==> config.mk <==
export PLATFORM = sky130hd
export DESIGN_NAME = serial_sub_behavioral_flat
export DESIGN_NICKNAME = d
export VERILOG_FILES = /design/src/rtl/serial_sub_behavioral_if.sv /design/src/rtl/serial_sub_behavioral.sv /design/src/flat_wrapper.sv
export SDC_FILE = /design/constraint.sdc
export NUM_CORES = 1
export LEC_CHECK = 0
export ABC_AREA = 1
export BUFFER_PORTS_ARGS = -buffer_cell sky130_fd_sc_hd__buf_2
export CAP_MARGIN = 20
export CORE_UTILIZATION = 25
export DETAILED_ROUTE_END_ITERATION = 6
export PLACE_DENSITY = 0.47
export SYNTH_ARGS = -nofsm -noshare
export SYNTH_HDL_FRONTEND = slang
export SYNTH_SLANG_ARGS = --single-unit
==> constraint.sdc <==
create_clock -name clk -period 3.5 [get_ports clk]
set_input_delay 0.35 -clock clk [delete_from_list [all_inputs] [get_ports clk]]
set_output_delay 0.35 -clock clk [all_outputs]
set_load 0.05 [all_outputs]
==> src/rtl/serial_sub_behavioral_if.sv <==
// ============================================================================
// Module      : serial_sub_behavioral_if
// Description : Request/result bundle for the bit-serial subtractor.
// Revision    : 1.0 - initial release
// ============================================================================
`default_nettype none

interface serial_sub_behavioral_if #(
    parameter int WIDTH = 8
);
    logic             start;
    logic [WIDTH-1:0] a;
    logic [WIDTH-1:0] b;
    logic             borrow_in;
    logic             busy;
    logic             done;
    logic [WIDTH-1:0] diff;
    logic             borrow_out;
    logic             overflow;

    modport master (
        output start, a, b, borrow_in,
        input  busy, done, diff, borrow_out, overflow
    );

    modport slave (
        input  start, a, b, borrow_in,
        output busy, done, diff, borrow_out, overflow
    );
endinterface

`default_nettype wire

==> src/rtl/serial_sub_behavioral.sv <==
// ============================================================================
// Module      : serial_sub_behavioral
// Description : Bit-serial a - b - borrow_in, LSB first, one full-subtractor
//               cell plus a borrow flip-flop. WIDTH+2 cycles per operation.
//               Optional signed overflow flag: SERIAL_SUB_OVERFLOW_EN.
// Revision    : 1.0 - initial release
// ============================================================================
`default_nettype none

module serial_sub_behavioral #(
    parameter int WIDTH = 8
) (
    input  wire                     clk,
    input  wire                     rst,
    serial_sub_behavioral_if.slave  bus
);

    localparam int CNT_W = (WIDTH > 1) ? $clog2(WIDTH) : 1;
    localparam logic [CNT_W-1:0] c_last_cnt = CNT_W'(WIDTH - 1);

    typedef enum logic [1:0] {
        IDLE = 2'd0,
        RUN  = 2'd1,
        DONE = 2'd2
    } state_t;

    state_t           r_state;
    state_t           w_state_next;
    logic             w_busy;
    logic             w_done;

    logic [WIDTH-1:0] r_a_sh;
    logic [WIDTH-1:0] r_b_sh;
    logic [WIDTH-1:0] r_part;
    logic [CNT_W-1:0] r_cnt;
    logic             r_br;
    logic [WIDTH-1:0] r_diff;
    logic             r_borrow_out;

    logic             w_x;
    logic             w_y;
    logic             w_d;
    logic             w_br_next;
    logic [WIDTH-1:0] w_part_next;
    logic             w_accept;
    logic             w_last;

    // Full-subtractor cell
    assign w_x         = r_a_sh[0];
    assign w_y         = r_b_sh[0];
    assign w_d         = w_x ^ w_y ^ r_br;
    assign w_br_next   = (~w_x & w_y) | (~(w_x ^ w_y) & r_br);
    assign w_part_next = WIDTH'({w_d, r_part} >> 1);

    assign w_accept = (r_state == IDLE) && bus.start;
    assign w_last   = (r_state == RUN) && (r_cnt == c_last_cnt);

    always_ff @(posedge clk) begin
        if (rst) begin
            r_state <= IDLE;
        end else begin
            r_state <= w_state_next;
        end
    end

    always_comb begin
        w_state_next = r_state;
        w_busy       = 1'b0;
        w_done       = 1'b0;
        case (r_state)
            IDLE: begin
                if (bus.start) begin
                    w_state_next = RUN;
                end
            end
            RUN: begin
                w_busy = 1'b1;
                if (r_cnt == c_last_cnt) begin
                    w_state_next = DONE;
                end
            end
            DONE: begin
                w_done       = 1'b1;
                w_state_next = IDLE;
            end
            default: begin
                w_state_next = IDLE;
            end
        endcase
    end

    always_ff @(posedge clk) begin
        if (rst) begin
            r_a_sh       <= '0;
            r_b_sh       <= '0;
            r_part       <= '0;
            r_cnt        <= '0;
            r_br         <= 1'b0;
            r_diff       <= '0;
            r_borrow_out <= 1'b0;
        end else if (w_accept) begin
            r_a_sh <= bus.a;
            r_b_sh <= bus.b;
            r_part <= '0;
            r_cnt  <= '0;
            r_br   <= bus.borrow_in;
        end else if (r_state == RUN) begin
            r_a_sh <= r_a_sh >> 1;
            r_b_sh <= r_b_sh >> 1;
            r_part <= w_part_next;
            r_cnt  <= r_cnt + 1'b1;
            r_br   <= w_br_next;
            if (w_last) begin
                r_diff       <= w_part_next;
                r_borrow_out <= w_br_next;
            end
        end
    end

`ifdef SERIAL_SUB_OVERFLOW_EN
    logic r_a_msb;
    logic r_b_msb;
    logic r_overflow;

    // Operand MSBs are kept separately because the shift registers drain them.
    always_ff @(posedge clk) begin
        if (rst) begin
            r_a_msb    <= 1'b0;
            r_b_msb    <= 1'b0;
            r_overflow <= 1'b0;
        end else if (w_accept) begin
            r_a_msb <= bus.a[WIDTH-1];
            r_b_msb <= bus.b[WIDTH-1];
        end else if (w_last) begin
            r_overflow <= (r_a_msb != r_b_msb) && (w_part_next[WIDTH-1] != r_a_msb);
        end
    end

    assign bus.overflow = r_overflow;
`else
    assign bus.overflow = 1'b0;
`endif

    assign bus.busy       = w_busy;
    assign bus.done       = w_done;
    assign bus.diff       = r_diff;
    assign bus.borrow_out = r_borrow_out;

endmodule

`default_nettype wire
==> src/flat_wrapper.sv <==
// flat-port wrapper written by rule: the top's interface ports become plain ports
module serial_sub_behavioral_flat 
#(
    parameter int WIDTH = 8
)
  (clk, rst, bus_start, bus_a, bus_b, bus_borrow_in, bus_busy, bus_done, bus_diff, bus_borrow_out, bus_overflow);
  serial_sub_behavioral_if #(.WIDTH(WIDTH)) bus_i ();
  input  wire clk;
  input  wire rst;
  input wire logic [$bits(bus_i.start)-1:0] bus_start;
  input wire logic [$bits(bus_i.a)-1:0] bus_a;
  input wire logic [$bits(bus_i.b)-1:0] bus_b;
  input wire logic [$bits(bus_i.borrow_in)-1:0] bus_borrow_in;
  output wire logic [$bits(bus_i.busy)-1:0] bus_busy;
  output wire logic [$bits(bus_i.done)-1:0] bus_done;
  output wire logic [$bits(bus_i.diff)-1:0] bus_diff;
  output wire logic [$bits(bus_i.borrow_out)-1:0] bus_borrow_out;
  output wire logic [$bits(bus_i.overflow)-1:0] bus_overflow;
  assign bus_i.start = bus_start;
  assign bus_i.a = bus_a;
  assign bus_i.b = bus_b;
  assign bus_i.borrow_in = bus_borrow_in;
  assign bus_busy = bus_i.busy;
  assign bus_done = bus_i.done;
  assign bus_diff = bus_i.diff;
  assign bus_borrow_out = bus_i.borrow_out;
  assign bus_overflow = bus_i.overflow;
  serial_sub_behavioral #(.WIDTH(WIDTH)) u_core (.clk(clk), .rst(rst), .bus(bus_i));
endmodule
# ---- After elaboration in Yosys (flattened, before gate mapping)
# Index checks and enable logic that the tools add are counted.
dict set report op_classes {
  add_sub_neg 1
  eq_ne 5
  mux 11
  bitwise 8
  reduce_logical 7
}
# operator n
set op_table {}
lappend op_table {{two-way mux 8 bit} 4}
lappend op_table {{two-way mux 1 bit} 4}
lappend op_table {{two-way mux 2 bit} 2}
lappend op_table {{inequality test 2 bit, second input constant} 2}
lappend op_table {{case mux 2 bit (2 select lines)} 1}
lappend op_table {{adder 3 x 1 -> 3 bit, second input constant} 1}
lappend op_table {{== test 3 bit, second input constant} 1}
lappend op_table {{NOT 1 bit} 3}
lappend op_table {{AND reduction 3 bit} 1}
lappend op_table {{AND 1 bit} 2}
lappend op_table {{== test 2 x 1 -> 1 bit, second input constant} 1}
lappend op_table {{== test 2 bit, second input constant} 1}
lappend op_table {{logical AND 1 bit} 2}
lappend op_table {{logical NOT 2 bit} 1}
lappend op_table {{AND reduction 2 bit} 1}
lappend op_table {{nonzero test 2 bit} 1}
lappend op_table {{OR reduction 2 bit} 1}
lappend op_table {{XOR 1 bit} 2}
lappend op_table {{bitwise OR 1 bit} 1}
dict set report word_totals {
  reg_bits 39
  in_bits 20
  out_inout_bits 12
  word_cells 40
}

# ---- Depth between registers and ports, before layout
# Gate-level depths: netlist of run 1.
dict set report depth {
  depth_word 6
  depth_mapped 8
  depth_no_buf 8
}

# ---- Worst setup path before layout of run 1
# OpenSTA, ideal clock, no wires.
dict set report synth_path {
  path_kind {register -> output}
  startpoint {register u_core.r_state[1]}
  endpoint {output port bus_done}
  arrival_time_ns 1.312
  required_ns 3.150
  path_slack_ns 1.838
  path_stages_with_launch 4
  n_path_buf 1
  cell_sequence {dfxtp_1 -> inv_2 -> buf_2 -> nor2_1}
}
dict set report synth_between {
  elab_chain_cells 2
}
# element line_no
set synth_lines {}
lappend synth_lines {{from (decl)} serial_sub_behavioral.sv:27} ;# state_t r_state;
lappend synth_lines {{from (signal assigned)} serial_sub_behavioral.sv:62} ;# r_state <= w_state_next;
lappend synth_lines {{== test 2 bit} serial_sub_behavioral.sv:70} ;# case (r_state)
lappend synth_lines {{two-way mux 1 bit} serial_sub_behavioral.sv:70}
lappend synth_lines {{to (decl)} flat_wrapper.sv:15} ;# output wire logic [$bits(bus_i.done)-1:0] bus_done;
# No other way between the ends.

# ---- Worst setup path after layout of run 1
dict set report layout_path {
  startpoint {register u_core.r_state[0]}
  endpoint {output port bus_busy}
}
dict set report layout_between {
  elab_chain_cells 2
}
# element line_no
set layout_lines {}
lappend layout_lines {{== test 2 x 1 -> 1 bit} serial_sub_behavioral.sv:70}
lappend layout_lines {{two-way mux 1 bit} serial_sub_behavioral.sv:70}
lappend layout_lines {{to (decl)} flat_wrapper.sv:14} ;# output wire logic [$bits(bus_i.busy)-1:0] bus_busy;
# No other way between the ends.

==> out/metrics.yaml, run 1 <==
status: "completed"
post_drt_wl_per_cell_microns: 11.1
dp_hpwl_mm: 2.55
synthCells: 243
timing_hold_violations_final: 0
grt_max_degree: 20
reg2reg_slack_ns: 1.86
worst_hold_slack_ns: 0.309
worstPathRequired_ns: 3.15
hp-class: "primary input to flop"
clock_skew_ns: 0.00842
worst_setup_path_start_kind: "flop"
rows: 29
die_area_sq_um: 7180
die_x_microns: 84.7
cts_resized: 0
max-vdd-ir-drop_uv: 120
die_h_microns: 84.7
tns_ns: 0
vias_per_cell: 4.31
endpoint_kind: "primary output"
cts.clk_slew.worst_paths_ns: 0.07
place_congestion: 0.708
synth_top_family_by_area: "simple AND/OR/NAND/NOR gates"
crit_path_max_incr_delay_ns: 0.42
gr-total-overflow: 0
synth_warnings: 0
drive_gt1_share_pct: 17.5
grtUsageTotal_pct: 11.5
ys_ff_latch: 38
vias: 1487
seqPwrFrac_pct: 52.3
clk_latency_ns: 0.29
cts.path.max_buffers: 2
n_antenna_cell: 0
startpoint: "u_core.r_state[0]"
synthAdderAreaFrac_pct: 2.63
numCtsBuffers: 5
yosysSeqAreaShare_pct: 44.5
path_max_fanout: 17
switching_power_uw: 233
route.detailed.drc: 0
crit_arrival_ns: 1.70
first_iter_violations: 78
io_buffer_count: 30
grt_pass1_wl_mm: 6.51
setup_viol: 0
r2r_cells: 7
maxCapViolations: 0
finalMaxSlewViolations: 0
grt_pass1_vias: 1387
syn2layout_area_growth_pct: 15.1
r2r-end: "u_core.bus.diff[2]"
hold_buffers: 0
antenna_found_initial: 0
root_buffer: "clkbuf_8"
drtAntennaViolNets: 0
final.period_utilization_pct: 58.5
hold_depth: 3
crit_slowest_cell: "nor2_2"
min_to: "u_core.r_a_sh[7]"
syn_avg_cell_area_sq_um: 7.04
p_int_uw: 645
swShare_pct: 26.6
min-delay-start: "bus_a[7]"
post-route-min-period_ns: 2.05
wl_mm: 3.82
io_pins: 32
syn_area_sq_um: 1710
rsz0062_at_grt: "no"
pwr-share-comb_pct: 12.2
cts_tree: "done"
synth-xor-area-share_pct: 0.512
worst-setup-path-type: "flop to primary output"
fill_cells: 749
power_density_nw_per_um2: 446
clock_power_share_pct: 35.5
ys_types: 21
synth_nets: 266
start_util_pct: 26.5
cts_setup_buffers: 0
core-area_sq_um: 6460
tightest_slew_ns: 0.531
layout.nets: 290
fmax_mhz: 489
synth-compound-area-share_pct: 8.56
cts.sinks: 38
synthSimpleGateAreaFrac_pct: 33.0
h-tree-depth: 2
p_leak_nw: 0.961
synthMuxAreaShare_pct: 0
r2r-start: "u_core.r_state[1]"
max-slew-margin-rel_pct: 64.6
drt_pass1_iterations: 6
worstPathCellList: "buf_4 -> inv_1 -> nor2_2 -> buf_2"
sequential cells by signal, summed over array words and instances, names as in the netlist:
name / flops
u_core.r_cnt: 3
u_core.r_state: 2
u_core.r_br: 1
u_core.r_part: 7
u_core.bus.diff: 8
u_core.r_a_sh: 8
u_core.bus.borrow_out: 1
u_core.r_b_sh: 8
final cells by class:
cell class	count	area, sq um	share of cell area (%)
multi-input cells	166	768	39.0
flip-flops and latches	38	761	38.7
repair buffers	31	158	8.01
well taps	77	96.3	4.90
inverters	25	93.8	4.77
clock buffers	7	86.3	4.39
clock inverters	1	5.00	0.254
metrics by stage:
| stage | worst slack [ns] | total power, mW | cells | util, % | area [sq um] |
|---|---|---|---|---|---|
| 2_1_floorplan | 1.84 | 0.555 | 243 | - | 1710 |
| 3_3_place_gp | 1.78 | 0.578 | 337 | 29.1 | 1880 |
| 3_5_place_dp | 1.75 | 0.578 | 337 | 29.1 | 1880 |
| 4_1_cts | 1.44 | 0.891 | 345 | 30.5 | 1970 |
| 5_1_grt | 1.33 | 0.928 | 345 | 30.5 | 1970 |
| 6_report | 1.45 | 0.878 | 345 | 30.5 | 1970 |
how the worst max path moves through the flow:
stage                          end  slack [ns]  cells after the start
after floorplan           bus_done        1.84                      3
after global placement    bus_busy        1.78                      4
after detailed placement  bus_busy        1.75                      4
after CTS                 bus_busy        1.44                      4
after global routing      bus_busy        1.33                      4
final                     bus_busy        1.45                      4
power by group through the flow:
| stage | combinational [mW] | clock (mW) | sequential (mW) |
|---|---|---|---|
| after floorplan | 0.0878 | 0 | 0.467 |
| after global placement | 0.108 | 0 | 0.469 |
| after detailed placement | 0.109 | 0 | 0.469 |
| after CTS | 0.109 | 0.323 | 0.459 |
| after global routing | 0.124 | 0.343 | 0.462 |
| final | 0.107 | 0.312 | 0.459 |
metal layers:
metal	global-route usage [%]	share of wire, %	up-vias
li1	-	-	800
met1	15.0	50	660
met2	18.1	45	22
met3	3.44	3.6	5
met4	4.16	1.7	0
met5	0	0	-
Yosys cell counts:
cell type  count  area (sq um)
buf_4          3          22.5
dfxtp_1       38           761
inv_1         22          82.6
o21ai_0        2          10.0
nand3_1       35           175
inv_2          3          11.3
nor2_2         2          12.5
ha_1           2          25.0
clkbuf_1       1          3.75
a21oi_1       24           120
o21ai_4        1          16.3
nor2_1        10          37.5
buf_2          7          35.0
buf_6          2          22.5
fa_1           1          20.0
buf_1          1          3.75
nand2_1       84           315
nor2_4         1          11.3
xor2_1         1          8.76
conb_1         1          3.75
nand2_2        2          12.5
cells by family after synthesis:
group,Yosys count
xor+xnor,1
other cells,1
fa+ha+maj,3
simple gates,134
buf+inv,39
compound gates,27
flops,38
layout by cell type (no fill, tap or decap), drive strengths merged:
cell and count:
nand2 86, dfxtp 38, nand3 35, buf 31, inv 25, a21oi 24
nor2 13, clkbuf 7, o21ai 3, ha 2, xor2 1, fa 1
conb 1, clkinv 1
critical path: cells and delay by family, from the launching register on:
family / cells / cell delay [ns]
flops: 1 / 0.31
buf+inv: 3 / 0.68
simple gates: 1 / 0.42
Power figures use the tool's default switching activity.
==> inputs of run 2 (changes only) <==
==> constraint.sdc (replaced) <==
create_clock -name clk -period 2.1 [get_ports clk]
set_input_delay 0.21 -clock clk [delete_from_list [all_inputs] [get_ports clk]]
set_output_delay 0.21 -clock clk [all_outputs]
set_load 0.05 [all_outputs]
==> run 2 against run 1 <==
Clock power rose by 100%; final cell count increased by 0.87%; sequential power is 68% higher; die area is the same; count of clock-buffer cells in the layout fell by 1; total power increased by 80%; via count increased by 0.47%; flip-flop and latch count stayed put; highest routed layer unchanged; critical endpoint unchanged.
==> out/metrics.yaml, run 2 (synthesis results as in run 1) <==
tns_ns: 0  # unchanged
regArea_sq_um: 761  # unchanged
cts.path.max_buffers: 2  # unchanged
worst_setup_path_start_kind: "flop"
drive_gt1_share_pct: 18.8  # +1.3 points
maxCapViolations: 0  # unchanged
switching_power_uw: 387  # +66%
hp-class: "primary input to flop"
clk_latency_ns: 0.29  # about the same
final_common_cell: "nand2_1"
power_density_nw_per_um2: 785  # +76%
post-route-min-period_ns: 1.82
worst_hold_slack_ns: 0.170  # -0.140 ns
max-slew-margin-rel_pct: 59.5  # -5.1 points
fill_cells: 729  # -2.7%
seqPwrFrac_pct: 48.8  # -3.5 points
crit_arrival_ns: 1.61  # -0.09 ns
dp_hpwl_mm: 2.65  # +3.7%
drt_pass1_iterations: 6  # unchanged
vias_per_cell: 4.29  # -0.40%
route.detailed.drc: 0  # unchanged
gr-total-overflow: 0  # unchanged
max-vdd-ir-drop_uv: 253  # +110%
p_int_mw: 1.20  # +86%
pwr-share-comb_pct: 11.5  # -0.7 points
worstPathRequired_ns: 1.89  # -1.26 ns
final.period_utilization_pct: 86.8
multi_input_area_sq_um: 768  # unchanged
io_pins: 32  # unchanged
grt_max_degree: 19  # -5.0%
antenna_found_initial: 0  # unchanged
worstPathCellList: "inv_1 -> nor2_2 -> buf_2"
tightest_slew_ns: 0.607  # +0.0756 ns
post_drt_wl_per_cell_microns: 11.0  # -0.50%
drtAntennaViolNets: 0  # unchanged
clock_skew_ns: 0.00663  # -0.00179 ns
fmax_mhz: 548
rsz0062_at_grt: "no"
grt_pass1_wl_mm: 6.72  # +3.2%
first_iter_violations: 98  # +26%
place_congestion: 0.671  # -5.3%
status: "completed"
io_buffer_count: 30  # unchanged
worst-setup-path-type: "flop to primary output"
endpoint_kind: "primary output"
crit_path_max_incr_delay_ns: 0.71  # +0.29 ns
numCtsBuffers: 5  # unchanged
vias: 1494  # +0.47%
p_leak_nw: 0.989  # +2.9%
die_x_microns: 84.7  # unchanged
cts_resized: 0  # unchanged
path_max_fanout: 14  # -3
n_antenna_cell: 0  # unchanged
grt_pass1_vias: 1457  # +5.0%
cts.clk_slew.worst_paths_ns: 0.07  # about the same
crit_slowest_cell: "dfxtp_1"
final_cell_mix: "84 x nand2_1, 38 x dfxtp_1, 35 x nand3_1, 30 x buf_2, 24 x a21oi_1"
grtUsageTotal_pct: 11.7  # +0.16 points
clock_power_share_pct: 39.7  # +4.2 points
wl_mm: 3.84  # +0.37%
cts_setup_buffers: 0  # unchanged
cts_tree: "done"
timing_hold_violations_final: 0  # unchanged
syn2layout_area_growth_pct: 18.1
die_area_sq_um: 7180  # unchanged
h-tree-depth: 2  # unchanged
rows: 29  # unchanged
setup_viol: 0  # unchanged
hold_buffers: 0  # unchanged
layout.nets: 294  # +1.4%
core-area_sq_um: 6460  # unchanged
cts.sinks: 38  # unchanged
start_util_pct: 26.5  # unchanged
finalMaxSlewViolations: 0  # unchanged
root_buffer: "clkbuf_8"
swShare_pct: 24.4  # -2.1 points
die_h_microns: 84.7  # unchanged
## run 2: final cells by class
class                   instances  share of cell area [%]
repair buffers                 35                    9.29
flip-flops and latches         38                    37.7
well taps                      77                    4.77
multi-input cells             166                    38.0
inverters                      25                    4.65
clock buffers                   6                    4.09
clock inverters                 1                    1.49
## run 2: worst paths after layout
check                     from  cells past startpoint  slack, ns                  to
max reg2reg  u_core.r_state[0]                      5       0.63     u_core.r_cnt[2]
min                   bus_b[7]                      3       0.17    u_core.r_b_sh[7]
max          u_core.r_state[0]                      3       0.28            bus_busy
min reg2reg   u_core.r_part[3]                      2       0.47  u_core.bus.diff[2]
## run 2: through the flow
stage	setup slack, ns	total power, mW	std cells	utilization [%]	area [sq um]
3_5_place_dp	0.574	0.975	341	29.5	1910
6_report	0.276	1.58	348	31.3	2020
5_1_grt	0.0590	1.67	348	31.3	2020
2_1_floorplan	0.578	0.925	243	-	1710
4_1_cts	0.250	1.61	348	31.3	2020
3_3_place_gp	0.609	0.976	341	29.5	1910
## run 2: power groups by stage
stage	clock [mW]	combinational [mW]	sequential, mW
after floorplan	0	0.146	0.779
after CTS	0.649	0.186	0.773
after global placement	0	0.186	0.790
after global routing	0.687	0.207	0.779
after detailed placement	0	0.185	0.790
final	0.629	0.182	0.773
## run 2: per-layer routing
metal / GRT usage, % / up-vias / wire length, microns
li1: - / 811 / -
met1: 15.0 / 657 / 1990
met2: 18.6 / 21 / 1670
met3: 3.24 / 5 / 115
met4: 4.62 / 0 / 64
met5: 0 / - / 0
## run 2: worst max-delay path: cells and delay by family (launching register included)
family / cells / cell delay [ns]
simple gates: 1 / 0.20
flops: 1 / 0.71
buf+inv: 2 / 0.42
==> inputs of run 3 (changes only) <==
==> constraint.sdc (replaced) <==
create_clock -name clk -period 2.2 [get_ports clk]
set_input_delay 0.22 -clock clk [delete_from_list [all_inputs] [get_ports clk]]
set_output_delay 0.22 -clock clk [all_outputs]
set_load 0.05 [all_outputs]
==> run 3 against run 2 <==
The run now ends with DRC left; non-clock buffer count is 1 lower; worst setup slack improved by 0.18 ns; critical endpoint unchanged; hold slack gained 0.0047 ns; register-to-register slack barely moved; clock skew hardly changed; highest routed layer unchanged.
==> out/metrics.yaml, run 3 (synthesis results as in run 1) <==
status: "finished with violations"
violations: "DRC"
first_iter_violations: 126  # +29%
crit_slowest_cell: "dfxtp_1"
drt_pass1_iterations: 6  # unchanged
r2r-start: "u_core.r_state[1]"
final.period_utilization_pct: 79.1
post_drt_wl_per_cell_microns: 11.5  # +4.3%
max-vdd-ir-drop_uv: 192  # -24%
critical_path.top_delay_family: "flip-flops"
core-area_sq_um: 6460  # unchanged
numCtsBuffers: 5  # unchanged
worstPathCellList: "inv_1 -> nor2_2 -> buf_2"
dp_hpwl_mm: 2.73  # +3.3%
rows: 29  # unchanged
grt_pass1_wl_mm: 6.85  # +1.9%
cts_setup_buffers: 0  # unchanged
vias: 1514  # +1.3%
timing_hold_violations_final: 0  # unchanged
dp_cells: 340  # -0.29%
fmax_mhz: 574
maxCapViolations: 0  # unchanged
wl_mm: 3.98  # +3.7%
die_h_microns: 84.7  # unchanged
clk_latency_ns: 0.29  # about the same
drive_gt1_share_pct: 18.2  # -0.60 points
worstPathRequired_ns: 1.98  # +0.09 ns
rsz0062_at_grt: "no"
place_congestion: 0.684  # +1.9%
vias_per_cell: 4.38  # +1.9%
grtUsageTotal_pct: 12.3  # +0.63 points
crit_path_max_incr_delay_ns: 0.53  # -0.18 ns
die_x_microns: 84.7  # unchanged
clock_skew_ns: 0.00625  # -0.000382 ns
min-delay-start: "bus_b[7]"
drtAntennaViolNets: 0  # unchanged
io_pins: 32  # unchanged
setup_viol: 0  # unchanged
grt_max_degree: 19  # unchanged
h-tree-depth: 2  # unchanged
cp.buffers_inverters: 2  # unchanged
finalNonFillerCells: 346  # -0.57%
root_buffer: "clkbuf_8"
start_util_pct: 26.5  # unchanged
p_leak_nw: 0.970  # -1.9%
cts.sinks: 38  # unchanged
tns_ns: 0  # unchanged
syn2layout_area_growth_pct: 15.9
final_cell_mix: "84 x nand2_1, 38 x dfxtp_1, 35 x nand3_1, 30 x buf_2, 24 x a21oi_1"
cts.path.max_buffers: 2  # unchanged
worst_setup_path_start_kind: "flop"
finalMaxSlewViolations: 0  # unchanged
antenna_found_initial: 0  # unchanged
worst-setup-path-type: "flop to primary output"
crit_arrival_ns: 1.52  # -0.09 ns
hold_buffers: 0  # unchanged
post-route-min-period_ns: 1.74
layout.nets: 293  # -0.34%
path_max_fanout: 10  # -4
endpoint_kind: "primary output"
route.detailed.drc: 1  # +1
io_buffer_count: 30  # unchanged
power_density_nw_per_um2: 697  # -11%
cts_tree: "done"
hp-class: "primary input to flop"
n_antenna_cell: 0  # unchanged
cts_resized: 0  # unchanged
grt_pass1_vias: 1453  # -0.27%
gr-total-overflow: 0  # unchanged
die_area_sq_um: 7180  # unchanged
cts.clk_slew.worst_paths_ns: 0.07  # about the same
startpoint: "u_core.r_state[0]"
final_common_cell: "nand2_1"
run 3: path summary, 6_finish.rpt:
| kind | end | cells past startpoint | slack, ns |
|---|---|---|---|
| worst max-delay path | bus_busy | 3 | 0.46 |
| worst min register to register | u_core.r_part[1] | 2 | 0.47 |
| worst min-delay path | u_core.r_b_sh[7] | 3 | 0.17 |
| worst max register to register | u_core.bus.diff[3] | 7 | 0.64 |
run 3: worst reg2reg max path: stages (launching register included):
cell,delay [ns]
dfxtp_1,0.36
inv_2,0.24
nand2_1,0.31
nor2_2,0.22
nand2_1,0.09
inv_2,0.15
nand2_1,0.08
nand2_1,0.05
run 3: cell type report:
cell class / count / area [sq um]
flip-flops and latches: 38 / 761
repair buffers: 34 / 180
multi-input cells: 166 / 768
inverters: 25 / 93.8
fillers: 734 / 4480
well taps: 77 / 96.3
clock buffers: 6 / 82.6
run 3: where the power goes:
| group | switching [mW] | internal, mW | total, mW |
|---|---|---|---|
| Sequential | 0.0193 | 0.716 | 0.736 |
| Combinational | 0.113 | 0.0624 | 0.175 |
| Clock | 0.230 | 0.242 | 0.471 |
run 3: layer usage:
metal / global-route usage, % / wire length [microns] / vias up
li1: - / - / 808
met5: 0 / 0 / -
met2: 17.9 / 1740 / 23
met4: 4.62 / 27 / 0
met3: 3.83 / 141 / 2
met1: 17.0 / 2070 / 681
run 3: per-stage QoR:
stage	power, mW	instance area (sq um)	setup WS, ns	utilization (%)	hold slack (ns)
4_1_cts	1.41	1980	0.411	30.7	0.161
2_1_floorplan	0.883	1710	0.668	-	0.363
6_report	1.38	1980	0.459	30.7	0.174
5_1_grt	1.47	1980	0.321	30.7	0.174
3_3_place_gp	0.929	1900	0.685	29.4	0.455
3_5_place_dp	0.929	1900	0.644	29.4	0.458
